==> config.mk <==
export PLATFORM = sky130hd
export DESIGN_NAME = vdp_super_res_loader
export DESIGN_NICKNAME = d
export VERILOG_FILES = /design/src/rtl/vdp_super_res_loader.sv
export SDC_FILE = /design/constraint.sdc
export NUM_CORES = 1
export LEC_CHECK = 0
export CORE_UTILIZATION = 45
export CTS_BUF_LIST = sky130_fd_sc_hd__clkbuf_4
export DETAILED_ROUTE_END_ITERATION = 16
export PLACE_DENSITY = 0.66
export REMOVE_ABC_BUFFERS = 1
export SYNTH_ARGS = -nofsm -noshare
export SYNTH_HDL_FRONTEND = slang
export SYNTH_SLANG_ARGS = --single-unit
==> constraint.sdc <==
create_clock -name clk -period 2.7 [get_ports clk]
set_input_delay 0.54 -clock clk [delete_from_list [all_inputs] [get_ports clk]]
set_output_delay 0.54 -clock clk [all_outputs]
set_load 0.01 [all_outputs]
==> src/rtl/vdp_super_res_loader.sv <==
// Super-high-res pixel loader: packs CPU R,G,B byte writes into 32-bit pixel
// words and hands them to the VRAM write arbiter through a small FIFO and req/ack.
module vdp_super_res_loader #(
  parameter int WIDTH      = 64,
  parameter int HEIGHT     = 64,
  parameter int FIFO_DEPTH = 4
) (
  input  logic        clk,
  input  logic        reset,
  input  logic        super_high_res,
  input  logic        cpu_wr,
  input  logic        cpu_port,
  input  logic [7:0]  cpu_data,
  output logic        vram_wr_req,
  input  logic        vram_wr_ack,
  output logic [16:0] vram_wr_addr,
  output logic [31:0] vram_wr_data,
  output logic [7:0]  status
);

  // state | meaning
  // IDLE  | no request outstanding; loads FIFO head when one is queued
  // REQ   | vram_wr_req held with stable addr/data until acknowledged
  typedef enum logic {IDLE, REQ} state_t;

  localparam int PW = $clog2(FIFO_DEPTH);
  localparam int CW = $clog2(FIFO_DEPTH + 1);
  localparam logic [16:0]   ADDR_LIMIT = 17'(2 * WIDTH * HEIGHT);
  localparam logic [CW-1:0] DEPTH_C    = CW'(FIFO_DEPTH);

  state_t        state;
  logic [16:0]   addr_ptr;
  logic [1:0]    byte_idx;
  logic [1:0]    addr_idx;
  logic [7:0]    r_byte;
  logic [7:0]    g_byte;
  logic          overflow;

  logic [16:0]   fifo_addr [FIFO_DEPTH];
  logic [23:0]   fifo_rgb  [FIFO_DEPTH];
  logic [PW-1:0] wr_ptr;
  logic [PW-1:0] rd_ptr;
  logic [CW-1:0] count;

  logic        wr_en;
  logic        data_wr;
  logic        addr_wr;
  logic        pixel_done;
  logic        fifo_full;
  logic        fifo_empty;
  logic        pop;
  logic        push;
  logic        drop;
  logic [16:0] addr_inc;
  logic [16:0] addr_next;

  always_comb begin
    wr_en      = cpu_wr & super_high_res;
    data_wr    = wr_en & ~cpu_port;
    addr_wr    = wr_en & cpu_port;
    pixel_done = data_wr && (byte_idx == 2'd2);
    fifo_full  = (count == DEPTH_C);
    fifo_empty = (count == '0);
    pop        = (state == REQ) && vram_wr_ack;
    // a full FIFO still accepts a pixel when the head leaves in the same cycle
    push       = pixel_done && (!fifo_full || pop);
    drop       = pixel_done && fifo_full && !pop;
    addr_inc   = addr_ptr + 17'd2;
    addr_next  = (addr_inc == ADDR_LIMIT) ? 17'd0 : addr_inc;
  end

  // CPU side: address assembly, byte packing, overflow tracking
  always_ff @(posedge clk or posedge reset) begin
    if (reset) begin
      addr_ptr <= '0;
      byte_idx <= '0;
      addr_idx <= '0;
      r_byte   <= '0;
      g_byte   <= '0;
      overflow <= 1'b0;
    end else if (!super_high_res) begin
      byte_idx <= '0;
      addr_idx <= '0;
    end else if (addr_wr) begin
      byte_idx <= '0;
      overflow <= 1'b0;
      case (addr_idx)
        2'd0: begin
          addr_ptr[7:0] <= {cpu_data[7:1], 1'b0};
          addr_idx      <= 2'd1;
        end
        2'd1: begin
          addr_ptr[15:8] <= cpu_data;
          addr_idx       <= 2'd2;
        end
        default: begin
          addr_ptr[16] <= cpu_data[0];
          addr_idx     <= 2'd0;
        end
      endcase
    end else if (data_wr) begin
      case (byte_idx)
        2'd0: begin
          r_byte   <= cpu_data;
          byte_idx <= 2'd1;
        end
        2'd1: begin
          g_byte   <= cpu_data;
          byte_idx <= 2'd2;
        end
        default: begin
          byte_idx <= 2'd0;
          if (push) addr_ptr <= addr_next;
          if (drop) overflow <= 1'b1;
        end
      endcase
    end
  end

  // FIFO storage needs no reset; the pointers define what is valid
  always_ff @(posedge clk) begin
    if (push) begin
      fifo_addr[wr_ptr] <= addr_ptr;
      fifo_rgb[wr_ptr]  <= {r_byte, g_byte, cpu_data};
    end
  end

  always_ff @(posedge clk or posedge reset) begin
    if (reset) begin
      wr_ptr <= '0;
      rd_ptr <= '0;
      count  <= '0;
    end else begin
      if (push) wr_ptr <= wr_ptr + PW'(1);
      if (pop)  rd_ptr <= rd_ptr + PW'(1);
      case ({push, pop})
        2'b10:   count <= count + CW'(1);
        2'b01:   count <= count - CW'(1);
        default: count <= count;
      endcase
    end
  end

  // VRAM write handshake; entry stays in the FIFO until acknowledged
  always_ff @(posedge clk or posedge reset) begin
    if (reset) begin
      state        <= IDLE;
      vram_wr_req  <= 1'b0;
      vram_wr_addr <= '0;
      vram_wr_data <= '0;
    end else begin
      case (state)
        IDLE: begin
          if (!fifo_empty) begin
            vram_wr_addr <= fifo_addr[rd_ptr];
            vram_wr_data <= {8'h00, fifo_rgb[rd_ptr]};
            vram_wr_req  <= 1'b1;
            state        <= REQ;
          end
        end
        default: begin
          if (vram_wr_ack) begin
            vram_wr_req <= 1'b0;
            state       <= IDLE;
          end
        end
      endcase
    end
  end

  always_ff @(posedge clk or posedge reset) begin
    if (reset) begin
      status <= '0;
    end else begin
      status <= {3'b000, byte_idx, overflow, (!fifo_empty || vram_wr_req), fifo_full};
    end
  end

endmodule

; Word-level counts from Yosys, hierarchy flattened
; Memories as Yosys holds them, arrays and structs flattened. A register that Yosys moved wholly into a read port is not among the register bits.
; Cells that the tools add are included.
[word_totals]
mem_bits_rw = 164
mem_count = 2
reg_bits = 52
romBits = 0
out_inout_bits = 58
latch_bits = 0
word_cells = 98
[memory_table]
columns = name, words, word_bits, rd, rd_clocked_by_memory_dff, write_ports, line
row1 = fifo_rgb, 4, 24, 1, 1, 1, 40  ; logic [23:0] fifo_rgb [FIFO_DEPTH];
row2 = fifo_addr, 4, 17, 1, 1, 1, 39  ; logic [16:0] fifo_addr [FIFO_DEPTH];
[op_classes]
order_cmp = 0
mul = 0
bitwise_logic = 7
n_mux = 28
eq_ne = 15
shift = 0
n_reduce_logical = 27
n_div = 0
addsub = 5
[ops]
columns = cell, n
row1 = 17-bit 2-to-1 mux, 5
row2 = 17-bit by 2-bit adder with 17-bit output (second input constant), 1
row3 = 17-bit by 14-bit equality test with 1-bit output (second input constant), 1
row4 = 8-bit 2-to-1 mux, 2
row5 = 5-bit AND reduction, 3
row6 = 1-bit 2-to-1 mux, 13
row7 = 4-bit AND reduction, 3
row8 = 2-bit 2-to-1 mux, 5
row9 = 2-bit by 1-bit != test with 1-bit output (second input constant), 4
row10 = 2-bit one-hot mux with 2 select lines, 2
row11 = 2-bit nonzero test, 4
row12 = 2-bit by 1-bit equality test with 1-bit output (second input constant), 3
row13 = 2-bit != test (second input constant), 3
row14 = 3-bit one-hot mux with 2 select lines, 1
row15 = 1-bit logical AND, 5
row16 = 2-bit by 1-bit adder with 2-bit output (second input constant), 2
row17 = 2-bit equality test (second input constant), 2
row18 = 2-bit logical NOT, 2
row19 = 1-bit inverter, 4
row20 = 2-bit AND reduction, 2
row21 = 2-bit OR reduction, 2
row22 = 3-bit by 1-bit adder with 3-bit output (second input constant), 1
row23 = 1-bit bitwise AND, 3
row24 = 3-bit equality test (second input constant), 1
row25 = 5 further kinds, 8

; Longest topological paths before layout
[depth]
depth_word = 9
mapped_depth = 8
mapped_depth_nobuf = 7

; Least setup slack after synthesis
; Ideal clock, no wire load.
[synth_path]
path_kind = input to register
start = input super_high_res
end = memory fifo_addr[2][10], enable pin
slack_ps = -81
stages = 5
t_required_ps = 2299
arrival_time_ps = 2380
setup_ps = 401
path_cell_list = buf_2 > nand4b_2 > a211oi_4 > buf_6 > and2_1
[synth_via]
elab_chain_len = 6
[synth_rtl]
columns = item, line
row1 = from (decl), 10  ; input logic super_high_res,
row2 = 1-bit bitwise AND, 58  ; wr_en = cpu_wr & super_high_res;
row3 = 1-bit bitwise AND, 59  ; data_wr = wr_en & ~cpu_port;
row4 = 1-bit logical AND, 61  ; pixel_done = data_wr && (byte_idx == 2'd2);
row5 = 1-bit logical AND, 66  ; push = pixel_done && (!fifo_full || pop);
row6 = 1-bit 2-to-1 mux, 122  ; if (push) begin
row7 = 1-bit 2-to-1 mux (implied by the code), 123  ; fifo_addr[wr_ptr] <= addr_ptr;
row8 = to (decl), 39
; No other way between the ends.

; Final worst setup path
[layout_path]
start = register addr_ptr[1]
end = register addr_ptr[13]
[layout_via]
elab_chain_len = 7
[layout_rtl]
columns = item, line
row1 = from (decl), 32  ; logic [16:0] addr_ptr;
row2 = from (signal assigned), 89  ; addr_ptr[7:0] <= {cpu_data[7:1], 1'b0};
row3 = from (signal assigned), 113  ; if (push) addr_ptr <= addr_next;
row4 = 17-bit by 2-bit adder with 17-bit output *, 68  ; addr_inc = addr_ptr + 17'd2;
row5 = 17-bit by 14-bit equality test with 1-bit output, 69  ; addr_next = (addr_inc == ADDR_LIMIT) ? 17'd0 : addr_inc;
row6 = 17-bit 2-to-1 mux *, 69
row7 = 17-bit 2-to-1 mux *, 113
row8 = 17-bit 2-to-1 mux *, 102  ; case (byte_idx)
row9 = 17-bit 2-to-1 mux *, 101  ; end else if (data_wr) begin
row10 = 17-bit 2-to-1 mux *, 84  ; end else if (addr_wr) begin
; Every way passes the cells marked *; elsewhere a longest branch is shown, timed or not. The select of a mux whose other input is x is not followed.
; A chain may end at the register's enable or synchronous reset.

==> summary.txt <==
Outcome
  • Outcome: finished with violations
  • Failing checks: DRC

CTS
  • Reg clk slew, reported paths: 0.07 ns
  • CTS Sinks: 251
  • CTS max path bufs: 3
  • Cells resized by post-CTS repair: 0
  • H-tree levels: 3
  • Clk Latency, worst-skew pair: 0.63 ns
  • Clock buffer count from CTS: 66
  • Postcts setup bufs: 0
  • CTS tree: built
  • Root Driver: clkbuf_4
  • # hold bufs at CTS: 0

Setup path
  • Setup crit start kind: flop
  • Crit Path Class: flop to flop
  • CP max stage delay: 0.53 ns
  • Crit path DAT: 2.60 ns
  • CP endpoint kind: flop
  • Cells along the critical path: ha_1, nand2_1, nor3_2, mux2i_1, o31ai_1, a31oi_1
  • Crit-path slowest cell: dfrtp_1
  • Critical path's top delay family: simple AND/OR/NAND/NOR gates
  • Worst-path fanout max: 11
  • CP required: 3.18 ns
  • Buf/Inv on CP: 0

Yosys
  • #FFs+latches synth: 251
  • Post-Synthesis Cell Area: 0.0101 mm2
  • Synth async-reset ratio: 36.3%
  • Largest area contributor in the netlist: edfxtp_1
  • Register area share after synthesis: 70.0%
  • Cells after Synth: 573
  • Yosys cell types: 65
  • EDFF count, synth: 160
  • Share of the synthesized area in the top cell type: 47.5%
  • Yosys warning total: 0
  • Ys flop type: edfxtp_1
  • Leading post-synthesis cells by cell area: edfxtp_1 48%, dfrtp_1 23%, mux4_2 8.9%
  • Avg Cell Area, Syn: 17.7 um2

Power
  • Internal Pwr Total: 8.20 mW
  • Total power: 11.4 mW
  • Peak VDD IR: 0.000452 V
  • Sw Pwr: 3.18 mW
  • Part of the power in registers: 45.3%
  • Comb power frac: 26.7%
  • Clock power frac: 27.9%
  • P per Cell Area: 953 mW/mm2
  • Sw Ratio: 27.9%
  • Leakage power: 4.38 nW

Floorplanning
  • Area of the die: 0.0231 mm2
  • I/O pin cnt: 72
  • Die width: 152 um
  • Core area: 0.0220 mm2
  • FP Rows: 54
  • Initial core utilization: 46.1%
  • Die Y-Extent: 152 um

Timing
  • Endpoints failing setup: 0
  • WHS: 0.163 ns
  • Period utilization: 78.5%
  • RSZ-0062 raised after global routing: false
  • Fmax achieved: 0.472 GHz
  • Hold Vio Cnt, Final: 0
  • Least-Margin Pin Slew: 0.638 ns
  • Setup TNS: 0 ns
  • Minimum clock period: 2.12 ns
  • Rel. slew slack: 57.5%
  • Slew Viols, Final: 0
  • Worst Skew: 0.0344 ns

Detailed routing
  • WL final: 19,300 um
  • Via count: 5,500
  • DR vias/cell: 5.39
  • Antenna viol nets, final: 0
  • TritonRoute pass-1 iters: 11
  • DR WL/cell: 18.9 um
  • DR iter-0 viols: 343
  • Residual DRC: 12

Global routing
  • GRT Overall Usage: 17.7%
  • Vias in the first global route: 5,870
  • GRT overflow: 0
  • Largest net degree at the start of global routing: 54
  • Initial antenna violation count: 1
  • First-pass GRT wire length: 31,200 um

Cells and area
  • # nets final: 712
  • Area Overhead vs Synth: 18.0%
  • Share of cells above drive strength 1: 33.0%
  • Final Instance Area: 0.0119 mm2

Placed design
  • IO buf count: 59
  • Hpwl dp: 11,400 um
  • Routability cong.: 0.851
  • Placed standard-cell area: 0.0111 mm2

Flow run
  • Max-Cap Viols: 0

Min path
  • Worst hold path type: input port to async pin
[power by group through the flow]
stage          logic, mW  registers [mW]  clock network (mW)
2_1_floorplan       1.54            5.50                   0
3_3_place_gp        3.04            5.19                   0
3_5_place_dp        3.08            5.24                   0
4_1_cts             3.11            5.17                3.30
5_1_grt             3.29            5.25                3.50
6_report            3.04            5.16                3.18
[worst paths after layout]
kind	startpoint	end	slack (ns)	depth (start not counted)
min in group clk	overflow	status[2]	0.38	0
max	addr_ptr[1]	addr_ptr[13]	0.58	6
max in group asynchronous	reset	rd_ptr[0]	1.89	3
min reg2reg	overflow	status[2]	0.38	0
min	reset	vram_wr_data[21]	0.16	2
max reg2reg	addr_ptr[1]	addr_ptr[13]	0.58	6
[placed cells by master, fill, tap and decap left out, drive strengths merged, types with 3 or more instances in the layout]
cell           instances
clkdlybuf4s50         59
and3                   4
nand4                  5
mux2i                  6
ha                     5
o21a                   3
mux2                  56
mux4                  40
nand3                  7
buf                   20
xor2                   3
nor3b                  4
nor4                   7
o22ai                  3
nor3                   6
dfrtp                 91
nand2                 13
nand2b                 3
edfxtp               160
a31oi                  6
o31ai                  4
a21oi                 14
o22a                   3
and2                   5
clkinv                15
clkbuf                97
nor2                  24
inv                   10
xnor2                  6
conb                  12
o21ai                 17
[cell type report]
cell class | count | area [um2]
diodes | 1 | 2.50
clock buffers | 97 | 728
clock inverters | 18 | 100
fillers | 1717 | 10000
inverters | 8 | 32.5
multi-input cells | 286 | 2840
flip-flops and latches | 251 | 7080
well taps | 280 | 350
repair buffers | 79 | 803
[layer usage]
metal,share of wire [%],track usage (%)
met1,42,21.7
met4,3.5,10.5
met3,5.0,3.91
met2,50,29.1
met5,0,0
[logic make-up after synthesis]
family                   Yosys count  share of synthesized area [%]
XOR/XNOR                           9                          0.779
other                              1                         0.0371
AO/OA/AOI/OAI                     66                           4.34
flip-flops                       251                           70.0
multiplexers                     102                           16.0
buffers and inverters             47                           2.45
adder cells (fa/ha/maj)            6                          0.817
AND/OR/NAND/NOR                   91                           5.52
[worst register-to-register path, cell delays in order, from the launching register on]
cell     delay [ns]
dfrtp_1        0.53
ha_1           0.34
nand2_1        0.20
nor3_2         0.35
mux2i_1        0.12
o31ai_1        0.31
a31oi_1        0.14
[cell usage after synthesis (4+ instances only)]
| cell | instances |
|---|---|
| a21oi_1 | 14 |
| edfxtp_1 | 160 |
| buf_4 | 13 |
| buf_2 | 12 |
| mux2_4 | 8 |
| nand3_1 | 6 |
| nor3_1 | 5 |
| o31ai_1 | 4 |
| nor2_1 | 22 |
| mux2_2 | 48 |
| ha_1 | 5 |
| and2_1 | 5 |
| nand4_1 | 4 |
| xnor2_1 | 6 |
| o21ai_1 | 10 |
| and3_1 | 4 |
| o21ai_0 | 7 |
| a31oi_1 | 6 |
| inv_1 | 8 |
| nor4_1 | 5 |
| mux4_2 | 40 |
| nand2_1 | 12 |
| dfrtp_1 | 91 |
| mux2i_1 | 6 |
| clkbuf_1 | 11 |
[state kept, by name, indices dropped and copies added (netlist names)]
signal,cells
fifo_rgb,96
fifo_addr,64
vram_wr_data,24
addr_ptr,16
vram_wr_addr,16
g_byte,8
r_byte,8
status,5
count,3
addr_idx,2
byte_idx,2
rd_ptr,2
wr_ptr,2
overflow,1
state,1
vram_wr_req,1
[through the flow]
step / util [%] / setup WS (ns) / instances
4_1_cts: 54.4 / 0.546 / 1019
6_report: 54.4 / 0.581 / 1020
2_1_floorplan: - / -0.204 / 545
5_1_grt: 54.4 / 0.435 / 1020
3_5_place_dp: 50.6 / 0.0988 / 904
3_3_place_gp: 50.6 / 0.145 / 904
Power figures use the tool's default switching activity.
